File: config.mk
export PLATFORM = sky130hd
export DESIGN_NAME = fir_coeff_loader_flat
export DESIGN_NICKNAME = d
export VERILOG_FILES = /design/src/rtl/fir_coeff_loader_if.sv /design/src/rtl/fir_coeff_loader.sv /design/src/flat_wrapper.sv
export SDC_FILE = /design/constraint.sdc
export NUM_CORES = 1
export LEC_CHECK = 0
export ABC_AREA = 1
export CAP_MARGIN = 20
export CORE_MARGIN = 4
export CORE_UTILIZATION = 45
export CTS_CLUSTER_SIZE = 40
export DETAILED_ROUTE_END_ITERATION = 12
export HOLD_SLACK_MARGIN = 0.1
export PLACE_DENSITY = 0.8
export SYNTH_ARGS = -nofsm -noshare
export SYNTH_HDL_FRONTEND = slang
export SYNTH_SLANG_ARGS = --single-unit
File: constraint.sdc
create_clock -name sys_clk -period 3.45 [get_ports sys_clk]
set_clock_uncertainty 0.05 [all_clocks]
set_input_delay 0.8625 -clock sys_clk [delete_from_list [all_inputs] [get_ports sys_clk]]
set_output_delay 0.8625 -clock sys_clk [all_outputs]
set_load 0.01 [all_outputs]
File: src/rtl/fir_coeff_loader_if.sv
// Bundles the host command channel, the coefficient stream and the signal
// path's coefficient write port.
// master: host side plus signal path (drives commands and coefficients,
//         receives the write port).
// slave:  the loader.
interface fir_coeff_loader_if #(
    parameter int COEFF_W = 16,
    parameter int IDX_W   = 4
);
    logic               cmd_valid;
    logic               cmd_ready;
    logic [1:0]         cmd_axis;
    logic [1:0]         cmd_bank;
    logic               cmd_activate;

    logic               coeff_valid;
    logic               coeff_ready;
    logic [COEFF_W-1:0] coeff_data;

    logic               update_en;
    logic [1:0]         update_axis;
    logic [1:0]         update_bank;
    logic [IDX_W-1:0]   update_index;
    logic [COEFF_W-1:0] update_value;

    modport master (
        output cmd_valid, cmd_axis, cmd_bank, cmd_activate,
        output coeff_valid, coeff_data,
        input  cmd_ready, coeff_ready,
        input  update_en, update_axis, update_bank, update_index, update_value
    );

    modport slave (
        input  cmd_valid, cmd_axis, cmd_bank, cmd_activate,
        input  coeff_valid, coeff_data,
        output cmd_ready, coeff_ready,
        output update_en, update_axis, update_bank, update_index, update_value
    );
endinterface

File: src/rtl/fir_coeff_loader.sv
// Coefficient load sequencer for the three-axis 16-tap FIR signal path.
// Accepts a load command, streams one bank of coefficients into the signal
// path's write port and optionally switches the axis to the new bank once the
// signal path is idle. Loads into the bank currently in use are refused.
//
// Optional build macro: FIR_COEFF_LOADER_CHECKSUM_EN
//   defined   -> load_sum carries the modulo-2^COEFF_W sum of the last load
//   undefined -> load_sum is tied to zero, no accumulator
//
// state       | meaning
// ------------+---------------------------------------------------------
// S_IDLE      | cmd_ready high, waiting for a load command
// S_LOAD      | coeff_ready high, one write per coefficient handshake
// S_SWAP_WAIT | all taps written, waiting for available to switch bank
// S_DONE      | one-cycle completion pulse, back to S_IDLE next
module fir_coeff_loader #(
    parameter int NUM_TAPS = 16,
    parameter int COEFF_W  = 16
) (
    input  logic               sys_clk,
    input  logic               rst_n,
    fir_coeff_loader_if.slave  bus,
    input  logic               available,
    output logic [1:0]         x_bank,
    output logic [1:0]         y_bank,
    output logic [1:0]         z_bank,
    output logic               busy,
    output logic               done,
    output logic               err,
    output logic [COEFF_W-1:0] load_sum
);

    localparam int IDX_W = 4;
    localparam logic [IDX_W-1:0] LAST_IDX = IDX_W'(NUM_TAPS - 1);

    typedef enum logic [1:0] {
        S_IDLE,
        S_LOAD,
        S_SWAP_WAIT,
        S_DONE
    } state_t;

    state_t           state;
    logic [1:0]       axis_q;
    logic [1:0]       bank_q;
    logic             act_q;
    logic [IDX_W-1:0] idx_q;

    logic [1:0]       cur_bank;
    logic             cmd_bad;
    logic             cmd_seen;
    logic             cmd_accept;
    logic             coeff_take;

    // Active bank of the requested axis and the command accept/reject decision.
    always_comb begin
        cur_bank = 2'd0;
        case (bus.cmd_axis)
            2'd1:    cur_bank = x_bank;
            2'd2:    cur_bank = y_bank;
            2'd3:    cur_bank = z_bank;
            default: cur_bank = 2'd0;
        endcase
        cmd_bad    = (bus.cmd_axis == 2'd0) || (bus.cmd_bank == cur_bank);
        // cmd_ready is a register that is only high in S_IDLE, so it also
        // keeps the first cycle after reset release from taking a command.
        cmd_seen   = bus.cmd_valid && bus.cmd_ready;
        cmd_accept = cmd_seen && !cmd_bad;
        coeff_take = bus.coeff_valid && bus.coeff_ready;
    end

    // Sequencer: state, handshake readies, write port and bank registers.
    always_ff @(posedge sys_clk or negedge rst_n) begin
        if (!rst_n) begin
            state            <= S_IDLE;
            axis_q           <= 2'd0;
            bank_q           <= 2'd0;
            act_q            <= 1'b0;
            idx_q            <= '0;
            bus.cmd_ready    <= 1'b0;
            bus.coeff_ready  <= 1'b0;
            bus.update_en    <= 1'b0;
            bus.update_axis  <= 2'd0;
            bus.update_bank  <= 2'd0;
            bus.update_index <= '0;
            bus.update_value <= '0;
            x_bank           <= 2'd0;
            y_bank           <= 2'd0;
            z_bank           <= 2'd0;
            busy             <= 1'b0;
            done             <= 1'b0;
            err              <= 1'b0;
        end else begin
            bus.update_en <= 1'b0;
            done          <= 1'b0;
            err           <= 1'b0;

            case (state)
                S_IDLE: begin
                    bus.cmd_ready <= 1'b1;
                    if (cmd_seen) begin
                        if (cmd_bad) begin
                            err <= 1'b1;
                        end else begin
                            axis_q          <= bus.cmd_axis;
                            bank_q          <= bus.cmd_bank;
                            act_q           <= bus.cmd_activate;
                            idx_q           <= '0;
                            bus.cmd_ready   <= 1'b0;
                            bus.coeff_ready <= 1'b1;
                            busy            <= 1'b1;
                            state           <= S_LOAD;
                        end
                    end
                end

                S_LOAD: begin
                    if (coeff_take) begin
                        bus.update_en    <= 1'b1;
                        bus.update_axis  <= axis_q;
                        bus.update_bank  <= bank_q;
                        bus.update_index <= idx_q;
                        bus.update_value <= bus.coeff_data;
                        idx_q            <= idx_q + IDX_W'(1);
                        if (idx_q == LAST_IDX) begin
                            bus.coeff_ready <= 1'b0;
                            if (act_q) begin
                                state <= S_SWAP_WAIT;
                            end else begin
                                done  <= 1'b1;
                                state <= S_DONE;
                            end
                        end
                    end
                end

                S_SWAP_WAIT: begin
                    // The switch must not land mid-filter, so it waits for an
                    // idle signal path with no timeout.
                    if (available) begin
                        case (axis_q)
                            2'd1:    x_bank <= bank_q;
                            2'd2:    y_bank <= bank_q;
                            2'd3:    z_bank <= bank_q;
                            default: ;
                        endcase
                        done  <= 1'b1;
                        state <= S_DONE;
                    end
                end

                S_DONE: begin
                    busy          <= 1'b0;
                    bus.cmd_ready <= 1'b1;
                    state         <= S_IDLE;
                end

                default: begin
                    state <= S_IDLE;
                end
            endcase
        end
    end

`ifdef FIR_COEFF_LOADER_CHECKSUM_EN
    logic [COEFF_W-1:0] sum_q;

    // Running modulo-2^COEFF_W sum of the coefficients of the current load.
    always_ff @(posedge sys_clk or negedge rst_n) begin
        if (!rst_n) begin
            sum_q <= '0;
        end else if (cmd_accept) begin
            sum_q <= '0;
        end else if (coeff_take) begin
            sum_q <= sum_q + bus.coeff_data;
        end
    end

    assign load_sum = sum_q;
`else
    logic unused_accept;

    assign unused_accept = cmd_accept;
    assign load_sum      = '0;
`endif

endmodule
File: src/flat_wrapper.sv
// flat-port wrapper written by rule: the top's interface ports become plain ports
module fir_coeff_loader_flat 
#(
    parameter int NUM_TAPS = 16,
    parameter int COEFF_W  = 16
)
  (sys_clk, rst_n, available, x_bank, y_bank, z_bank, busy, done, err, load_sum, bus_cmd_valid, bus_cmd_axis, bus_cmd_bank, bus_cmd_activate, bus_coeff_valid, bus_coeff_data, bus_cmd_ready, bus_coeff_ready, bus_update_en, bus_update_axis, bus_update_bank, bus_update_index, bus_update_value);
  fir_coeff_loader_if #(.COEFF_W(COEFF_W)) bus_i ();
  input  logic sys_clk;
  input  logic rst_n;
  input  logic available;
  output logic [1:0] x_bank;
  output logic [1:0] y_bank;
  output logic [1:0] z_bank;
  output logic busy;
  output logic done;
  output logic err;
  output logic [COEFF_W-1:0] load_sum;
  input wire logic [$bits(bus_i.cmd_valid)-1:0] bus_cmd_valid;
  input wire logic [$bits(bus_i.cmd_axis)-1:0] bus_cmd_axis;
  input wire logic [$bits(bus_i.cmd_bank)-1:0] bus_cmd_bank;
  input wire logic [$bits(bus_i.cmd_activate)-1:0] bus_cmd_activate;
  input wire logic [$bits(bus_i.coeff_valid)-1:0] bus_coeff_valid;
  input wire logic [$bits(bus_i.coeff_data)-1:0] bus_coeff_data;
  output wire logic [$bits(bus_i.cmd_ready)-1:0] bus_cmd_ready;
  output wire logic [$bits(bus_i.coeff_ready)-1:0] bus_coeff_ready;
  output wire logic [$bits(bus_i.update_en)-1:0] bus_update_en;
  output wire logic [$bits(bus_i.update_axis)-1:0] bus_update_axis;
  output wire logic [$bits(bus_i.update_bank)-1:0] bus_update_bank;
  output wire logic [$bits(bus_i.update_index)-1:0] bus_update_index;
  output wire logic [$bits(bus_i.update_value)-1:0] bus_update_value;
  assign bus_i.cmd_valid = bus_cmd_valid;
  assign bus_i.cmd_axis = bus_cmd_axis;
  assign bus_i.cmd_bank = bus_cmd_bank;
  assign bus_i.cmd_activate = bus_cmd_activate;
  assign bus_i.coeff_valid = bus_coeff_valid;
  assign bus_i.coeff_data = bus_coeff_data;
  assign bus_cmd_ready = bus_i.cmd_ready;
  assign bus_coeff_ready = bus_i.coeff_ready;
  assign bus_update_en = bus_i.update_en;
  assign bus_update_axis = bus_i.update_axis;
  assign bus_update_bank = bus_i.update_bank;
  assign bus_update_index = bus_i.update_index;
  assign bus_update_value = bus_i.update_value;
  fir_coeff_loader #(.NUM_TAPS(NUM_TAPS), .COEFF_W(COEFF_W)) u_core (.sys_clk(sys_clk), .rst_n(rst_n), .bus(bus_i), .available(available), .x_bank(x_bank), .y_bank(y_bank), .z_bank(z_bank), .busy(busy), .done(done), .err(err), .load_sum(load_sum));
endmodule
==> qor.csv, run 1 <==
metric,value,unit
DR vias/cell,4.62,
Clock Power Share,14.9,%
f_max,444,MHz
# DRC,0,
Yosys warning total,0,
worst-skew pair later-pin latency,290,ps
WS Path Type,input pin to flop,
Int Power,1.49,mW
post-route ant nets,0,
Yosys reg bits,47,
Max-cap violations,0,
Worst EP arrival,2420,ps
die area,6050,sq um
share of cells above drive strength 1,6.85,%
DPL Wire Length,3.37,mm
Slew Limit Fails,0,
routed wire length,4.50,mm
Fin. Hold Viols,0,
outcome,completed,
Leak,1.43,nW
"Reg clk slew, reported paths",80,ps
Rows,25,
DR pass1 iterations,4,
Ports,78,
setup_tns,0,ps
Netlist cell types,24,
Crit path required time,3610,ps
Tot Pwr,2.38,mW
PortBufs,61,
Synth area leader,dfrtp_1,
switching share of total power,37.5,%
cells after synthesis,255,
total congestion overflow,0,
Post-CTS Setup Bufs,0,
r2r setup slk,1540,ps
Reg with most FFs,u_core.bus.update_value,
Total GRT Usage,16.0,%
Place WS,906,ps
clock root buffer,clkbuf_8,
initial antenna violation count,0,
largest net degree at the start of global routing,48,
Psw,891,uW
gpl congestion,0.904,
crit share post-route,65.3,%
Tmin final,2250,ps
Reg power frac,39.2,%
P per Cell Area,812,nW/um^2
hold_buf cts,0,
Startpoint Class,input pin,
"Area growth, synth to finish",33.6,%
vias,1792,
H-tree Lvls,2,
VDD IR max,395,uV
Resized Gates After CTS,0,
final setup vio count,0,
top-area cell type share of the netlist area,53.7,%
Initial Util,46.4,%
Regs by FF count,"u_core.bus.update_value x16, u_core.bus.update_index x4, u_core.idx_q x4",
Worst Hold Class,input pin to async pin,
worst-path maximum fanout,10,
first-pass GRT wire length,7.82,mm
syn_area_per_cell,8.59,sq um
post-synthesis sequential area ratio,53.7,%
crit path capture type,flop,
part of the power in combinational logic,45.9,%
TritonCTS clock tree,yes,
nets@finish,351,
WL/cell,11.6,microns
CTS buffer count,5,
Die Wd,77.8,microns
"Worst Setup Slack, final",1200,ps
Area contributors post-synth,"dfrtp_1, nand2_1, buf_4, o21ai_0, inv_1",
DR iter-0 viols,83,
setup repair after global routing missed its margin,false,
clock sink count,47,
die height,77.8,microns
vias in the first global route,1793,
Clock Path Buffers,2,
synthesized area,2190,sq um
antenna cells,0,
max reg flops,16,
core area,4720,sq um
## placed cells by master (no fill, tap or decap)
cell type,n
nor3_1,1
buf_2,1
nand2_2,2
clkbuf_8,7
inv_2,3
nand2_4,2
o31ai_1,1
buf_12,1
o21ai_0,20
nand3_4,1
nand4_1,3
dfrtp_1,47
nand3_1,15
nor2_4,2
nor2_1,7
ha_1,5
buf_4,1
or2_2,1
clkdlybuf4s50_1,60
inv_1,23
conb_1,16
o21ai_2,1
nand2_1,89
a211oi_1,1
a21oi_1,5
o21ai_1,5
clkbuf_1,1
## cell type report
type	count	area (sq um)
well taps	67	83.8
inverters	26	97.6
flip-flops and latches	47	1180
multi-input cells	177	837
repair buffers	63	633
clock buffers	8	100
fillers	401	1800
## worst max-delay path, cell delays in order
cell,delay (ps)
clkdlybuf4s50_1,510
inv_2,120
nand3_1,110
nand3_1,120
nand2_1,50
nand2_1,50
inv_1,40
nand2_2,70
nand3_4,110
nor2_4,200
nand2_1,70
o21ai_0,80
## power by group through the flow
stage	registers, mW	logic, mW	clock network (mW)
finish	0.930	1.09	0.354
global route	0.965	1.23	0.388
CTS	0.932	1.11	0.366
detailed placement	0.938	1.10	0
global placement	0.940	1.08	0
floorplan	1.00	0.515	0
## stage by stage
stage | utilization, % | std cells | cell area [sq um] | hold WS (ps)
floorplan | - | 270 | 2250 | 414
global placement | 59.4 | 379 | 2810 | 404
detailed placement | 59.4 | 379 | 2810 | 407
CTS | 61.6 | 387 | 2910 | 428
global route | 62.0 | 388 | 2930 | 446
finish | 62.0 | 388 | 2930 | 423
## metal layers
layer | global-route usage (%) | share of wire, % | vias to the layer above
met5 | 0 | 0 | -
met4 | 6.58 | 2.4 | 0
met3 | 6.96 | 12 | 14
met2 | 24.5 | 43 | 88
met1 | 19.6 | 43 | 792
li1 | - | - | 898
## cells by family after synthesis
kind of cell / count (synthesis) / synth area share, %
buffers and inverters: 46 / 10.7
AO/OA/AOI/OAI: 33 / 7.94
adder cells (fa/ha/maj): 5 / 2.86
flip-flops: 47 / 53.7
other: 1 / 0.171
AND/OR/NAND/NOR: 123 / 24.7
## cells in the mapped netlist
| cell type | number |
|---|---|
| nand2_1 | 89 |
| dfrtp_1 | 47 |
| inv_1 | 23 |
| o21ai_0 | 20 |
| buf_4 | 16 |
| nand3_1 | 15 |
| nor2_1 | 7 |
| a21oi_1 | 5 |
| ha_1 | 5 |
| o21ai_1 | 5 |
| clkbuf_1 | 3 |
| inv_2 | 3 |
| nand4_1 | 3 |
| nand2_2 | 2 |
| nand2_4 | 2 |
| nor2_4 | 2 |
| a211oi_1 | 1 |
| buf_2 | 1 |
| conb_1 | 1 |
| nand3_4 | 1 |
| nor3_1 | 1 |
| o21ai_2 | 1 |
| o31ai_1 | 1 |
| or2_2 | 1 |
## path summary, 6_finish.rpt
| kind | start | end | depth (start not counted) |
|---|---|---|---|
| max | bus_cmd_axis[0] | u_core.axis_q[0] | 12 |
| min | rst_n | u_core.bus.update_value[15] | 1 |
| max reg2reg | u_core.state[1] | u_core.idx_q[1] | 9 |
| min reg2reg | u_core.bus.update_value[10] | u_core.bus.update_value[10] | 2 |
| max in group asynchronous | rst_n | u_core.bank_q[1] | 2 |
| min in group sys_clk | u_core.bus.update_value[10] | u_core.bus.update_value[10] | 2 |
Note: power is estimated with default switching activity, not from simulation.
==> run 2: changes to the inputs <==
--- a/config.mk
+++ b/config.mk
@@ -8,11 +8,11 @@
 export ABC_AREA = 1
 export CAP_MARGIN = 20
 export CORE_MARGIN = 4
-export CORE_UTILIZATION = 45
+export CORE_UTILIZATION = 40
 export CTS_CLUSTER_SIZE = 40
 export DETAILED_ROUTE_END_ITERATION = 12
 export HOLD_SLACK_MARGIN = 0.1
-export PLACE_DENSITY = 0.8
+export PLACE_DENSITY = 0.75
 export SYNTH_ARGS = -nofsm -noshare
 export SYNTH_HDL_FRONTEND = slang
 export SYNTH_SLANG_ARGS = --single-unit
==> constraint.sdc (replaced) <==
create_clock -name sys_clk -period 1.85 [get_ports sys_clk]
set_clock_uncertainty 0.05 [all_clocks]
set_input_delay 0.4625 -clock sys_clk [delete_from_list [all_inputs] [get_ports sys_clk]]
set_output_delay 0.4625 -clock sys_clk [all_outputs]
set_load 0.01 [all_outputs]
==> run 2 against run 1 <==
Sequential power up 86%. Flip-flop and latch count stayed put. Core utilization down 4.3 points. Clock-buffer cell count decreased by 2. Routed wire length increased by 8.4%. Highest routed layer unchanged. Sequential share of layout area shrank 0.97 points. Largest power group unchanged. Register-to-register slack worse by 1400 ps. First-iteration DRC count grew 55%. Non-clock buffer count is 5 higher. Final cell count is 2.3% higher.
==> qor.csv, run 2 (synthesized netlist as in run 1, its figures left out) <==
metric,value,unit,change
Worst Hold Class,flop to flop,,
most frequent cells in the layout,"nand2_1, clkdlybuf4s50_1, dfrtp_1",,
fin util,57.6,%,-4.3 points
Worst EP arrival,1270,ps,-1150 ps
Fin. Hold Viols,0,,unchanged
DR vias/cell,4.59,,-0.52%
"delay-heaviest family, CP",buffers and inverters,,
Psw,1.71,mW,+92%
H-tree Lvls,2,,unchanged
# DRC,0,,unchanged
total congestion overflow,0,,unchanged
vias,1824,,+1.8%
FF-to-FF Start,u_core.state[1],,
P per Cell Area,1540,nW/um^2,+89%
DPL Wire Length,3.78,mm,+12%
Place WS,-311,ps,-1220 ps
crit path capture type,output port,,
Leak,1.48,nW,+3.7%
Int Power,2.90,mW,+95%
Initial Util,42.1,%,-4.3 points
die area,6720,sq um,+11%
VDD IR max,702,uV,+78%
Tmin final,1780,ps,
Clock Power Share,16.7,%,+1.8 points
routed wire length,4.88,mm,+8.4%
outcome,completed,,
r2r endpoint,u_core.idx_q[0],,
worst setup path startpoint,u_core.bus.coeff_ready,,
Regs by FF count,"u_core.bus.update_value x16, u_core.bus.update_index x4, u_core.idx_q x4",,
met3 Resource Use GR,6.36,%,-0.60 points
DR pass1 iterations,5,,+1
CTS buffer count,5,,unchanged
critical path cell sequence,clkdlybuf4s50_1,,
setup repair after global routing missed its margin,false,,
final setup vio count,0,,unchanged
clock root buffer,clkbuf_8,,
Crit path required time,1340,ps,-2270 ps
CP max stage cell,clkdlybuf4s50_1,,
Post-CTS Setup Bufs,0,,unchanged
"Worst Setup Slack, final",71.5,ps,-1120 ps
DR iter-0 viols,129,,+55%
max reg flops,16,,unchanged
worst-path maximum fanout,3,,-7
"most common cell after layout, fill and taps aside",nand2_1,,
Max-cap violations,0,,unchanged
Reg with most FFs,u_core.bus.update_value,,
post-route ant nets,0,,unchanged
vias in the first global route,1776,,-0.95%
CP Capture Point,bus_coeff_ready,,
TritonCTS clock tree,yes,,
gpl congestion,0.860,,-4.8%
Reg power frac,37.6,%,-1.6 points
f_max,562,MHz,
WS Path Type,flop to output port,,
share of cells above drive strength 1,8.56,%,+1.7 points
antenna cells,0,,unchanged
grt met1 use,19.0,%,-0.58 points
Clock Path Buffers,2,,unchanged
WL/cell,12.3,microns,+5.9%
r2r setup slk,160,ps,-1380 ps
met2 Usage GRT,26.4,%,+1.9 points
"Area growth, synth to finish",37.0,%,
Startpoint Class,flop,,
worst-skew pair later-pin latency,300,ps,about the same
Total GRT Usage,15.7,%,-0.23 points
most used routing layer,met2,,
Slew Limit Fails,0,,unchanged
Die Wd,82.0,microns,+5.4%
initial antenna violation count,0,,unchanged
"Reg clk slew, reported paths",80,ps,about the same
nets@finish,357,,+1.7%
Ports,78,,unchanged
crit share post-route,96.1,%,
WP buf/inv,1,,-2
Rows,26,,+4.0%
part of the power in combinational logic,45.7,%,-0.2 points
switching share of total power,37.1,%,-0.40 points
Crit path depth,1,,-11
cells on worst reg2reg path,9,,unchanged
Tot Pwr,4.61,mW,+94%
clock sink count,47,,unchanged
die height,82.0,microns,+5.4%
core area,5200,sq um,+10%
CP peak stage delay,570,ps,+60 ps
largest net degree at the start of global routing,32,,-33%
first-pass GRT wire length,8.16,mm,+4.2%
PortBufs,61,,unchanged
==> run 2: worst min-delay path by stage <==
stage | slack (ps) | cells after the start | start | end
2_1_floorplan | 120 | 0 | rst_n | u_core.act_q
6_report | 430 | 2 | u_core.bus.update_value[4] | u_core.bus.update_value[4]
3_3_place_gp | 370 | 1 | rst_n | u_core.bus.update_bank[0]
3_5_place_dp | 370 | 1 | rst_n | u_core.bus.update_bank[0]
4_1_cts | 430 | 2 | u_core.bus.update_value[4] | u_core.bus.update_value[4]
5_1_grt | 460 | 2 | u_core.bus.update_value[2] | u_core.bus.update_value[2]
==> run 2: power groups by stage <==
stage	Clock, mW	Sequential [mW]	Combinational (mW)
after floorplan	0	1.87	0.961
after global placement	0	1.73	2.07
after detailed placement	0	1.75	2.12
after CTS	0.790	1.74	2.13
after global routing	0.840	1.79	2.36
final	0.768	1.73	2.11
==> run 2: layout make-up <==
class                           instances  area, sq um
Timing Repair Buffer                   68          678
Tap cell                               70         87.6
Fill cell                             470         2200
Inverter                               26         97.6
Sequential cell                        47         1180
Multi-Input combinational cell        178          843
Clock buffer                            6         82.6
Clock inverter                          2         35.0
==> run 2: repair_timing <==
item / in CTS / in global routing
hold buffers: 1 / 0
endpoints found under the hold margin: 16 / 0
gates resized for setup: 0 / 2
setup endpoints to repair: 0 / 14
==> run 2: through the flow <==
step / hold WS, ps / instance area (sq um) / setup TNS, ps / instances
global route: 460 / 3000 / 0 / 397
floorplan: 117 / 2250 / 0 / 270
detailed placement: 373 / 2860 / -4040 / 387
global placement: 368 / 2860 / -2840 / 387
finish: 426 / 3000 / 0 / 397
CTS: 431 / 2990 / 0 / 396
==> run 2: per-layer routing <==
layer  wire, microns  share of wire, %
met2            2360                48
met4              47              0.96
met1            1980                41
met5               0                 0
met3             500                10
==> run 3: changes to the inputs <==
--- a/config.mk
+++ b/config.mk
@@ -12,7 +12,7 @@
 export CTS_CLUSTER_SIZE = 40
 export DETAILED_ROUTE_END_ITERATION = 12
 export HOLD_SLACK_MARGIN = 0.1
-export PLACE_DENSITY = 0.75
+export PLACE_DENSITY = 0.8
 export SYNTH_ARGS = -nofsm -noshare
 export SYNTH_HDL_FRONTEND = slang
 export SYNTH_SLANG_ARGS = --single-unit
==> run 3 against run 2 <==
Highest routed layer unchanged. Sequential power about the same. Routed wire length down 0.64%. Combinational power about the same. Final area down 0.83%. Register-to-register slack worse by 30 ps. Die area unchanged. Critical path depth unchanged. Clock power down 20%. Sequential share of layout area up 0.33 points. Clock-buffer cell count unchanged. Global-route usage down 0.34 points. Core utilization down 0.48 points.
==> qor.csv, run 3 (synthesized netlist as in run 1, its figures left out) <==
metric,value,unit,change
outcome,completed,,
setup repair after global routing missed its margin,false,,
most frequent cells in the layout,"nand2_1, clkdlybuf4s50_1, dfrtp_1",,
share of cells above drive strength 1,8.28,%,-0.28 points
critical path cell sequence,clkdlybuf4s50_1,,
setup_tns,0,ps,unchanged
fin cells,396,,-0.25%
Initial Util,42.1,%,unchanged
Total GRT Usage,15.4,%,-0.34 points
CTS buffer count,5,,unchanged
Startpoint Class,flop,,
VDD IR max,822,uV,+17%
Tmin final,1750,ps,-24.3 ps
Worst Hold Class,flop to flop,,
Placed Cells,387,,unchanged
"Reg clk slew, reported paths",80,ps,about the same
Regs by FF count,"u_core.bus.update_value x16, u_core.bus.update_index x4, u_core.idx_q x4",,
die height,82.0,microns,unchanged
crit path capture type,output port,,
H-tree Lvls,2,,unchanged
die area,6720,sq um,unchanged
Leak,1.46,nW,-0.93%
Rows,26,,unchanged
DR iter-0 viols,121,,-6.2%
Clock Path Buffers,2,,unchanged
Tot Pwr,4.45,mW,-3.4%
Worst EP arrival,1240,ps,-30 ps
DPL Wire Length,3.58,mm,-5.2%
Die Wd,82.0,microns,unchanged
clock sink count,47,,unchanged
clock root buffer,clkbuf_8,,
CP max stage cell,clkdlybuf4s50_1,,
worst-skew pair later-pin latency,290,ps,about the same
total congestion overflow,0,,unchanged
vias,1838,,+0.77%
Slew Limit Fails,0,,unchanged
Multi-input gate area,848,sq um,+0.59%
WL/cell,12.2,microns,-0.38%
"most common cell after layout, fill and taps aside",nand2_1,,
Fill cells,488,,+3.8%
worst-path maximum fanout,3,,unchanged
antenna cells,0,,unchanged
f_max,570,MHz,+1.4%
P per Cell Area,1500,nW/um^2,-2.5%
Ports,78,,unchanged
Post-CTS Setup Bufs,0,,unchanged
WP buf/inv,1,,unchanged
# DRC,0,,unchanged
first-pass GRT wire length,8.02,mm,-1.7%
crit share post-route,94.8,%,-1.3 points
"delay-heaviest family, CP",buffers and inverters,,
CP peak stage delay,560,ps,about the same
"Area growth, synth to finish",35.8,%,
Max-cap violations,0,,unchanged
WS Path Type,flop to output port,,
WL met2,2.30,mm,-2.3%
core area,5200,sq um,unchanged
largest net degree at the start of global routing,48,,+50%
initial antenna violation count,0,,unchanged
DR pass1 iterations,5,,unchanged
Fin. Hold Viols,0,,unchanged
register area,1180,sq um,unchanged
vias in the first global route,1879,,+5.8%
fin util,57.2,%,-0.48 points
final setup vio count,0,,unchanged
max reg flops,16,,unchanged
Crit path required time,1340,ps,about the same
routed wire length,4.85,mm,-0.64%
met1 WL,2.05,mm,+3.4%
DR top layer,met4,,
gpl congestion,0.856,,-0.53%
DR vias/cell,4.64,,+1.0%
post-route ant nets,0,,unchanged
nets@finish,357,,unchanged
Reg with most FFs,u_core.bus.update_value,,
met3 wire length,428,microns,-14%
TritonCTS clock tree,yes,,
PortBufs,61,,unchanged
[run 3: per-layer routing]
metal / vias up / global-route usage (%)
li1: 908 / -
met1: 845 / 17.5
met2: 77 / 26.3
met3: 8 / 5.81
met4: 0 / 5.48
met5: - / 0
[run 3: report_power, final]
group,internal (mW),switching (mW)
sequential,1.46,0.273
combinational,1.01,1.10
clock,0.293,0.321
total,2.76,1.70
[run 3: what timing repair did]
item	CTS	global route
hold buffers	1	0
gates resized for setup	0	3
endpoints found under the hold margin	24	0
setup endpoints to repair	0	14
[run 3: worst paths after layout]
check | start | endpoint | slack (ps) | cells past startpoint
max | u_core.z_bank[0] | z_bank[0] | 100 | 1
min | u_core.bus.update_value[13] | u_core.bus.update_value[13] | 430 | 2
max reg2reg | u_core.state[1] | u_core.idx_q[2] | 130 | 9
min reg2reg | u_core.bus.update_value[13] | u_core.bus.update_value[13] | 430 | 2
max in group asynchronous | rst_n | u_core.x_bank[1] | 910 | 3
min in group asynchronous | rst_n | u_core.bus.update_value[1] | 610 | 3
[run 3: metrics by stage]
stage                     cell area (sq um)  hold slack (ps)  setup slack (ps)
final                                  2980              425              95.8
after global routing                   2980              457              18.3
after CTS                              2960              430              4.04
after detailed placement               2860              409              -303
after global placement                 2860              404              -226
after floorplan                        2250              117               231
[run 3: final cells by class]
cell class / instances / area share [%]
clock inverters: 1 / 0.168
well taps: 70 / 2.94
clock buffers: 6 / 2.78
multi-input cells: 178 / 28.5
repair buffers: 68 / 22.8
flip-flops and latches: 47 / 39.5
inverters: 26 / 3.28
[run 3: tightest hold or removal path: stages, from the launching register on]
cell,delay [ps]
dfrtp_1,350
nand2_1,50
nand2_1,40
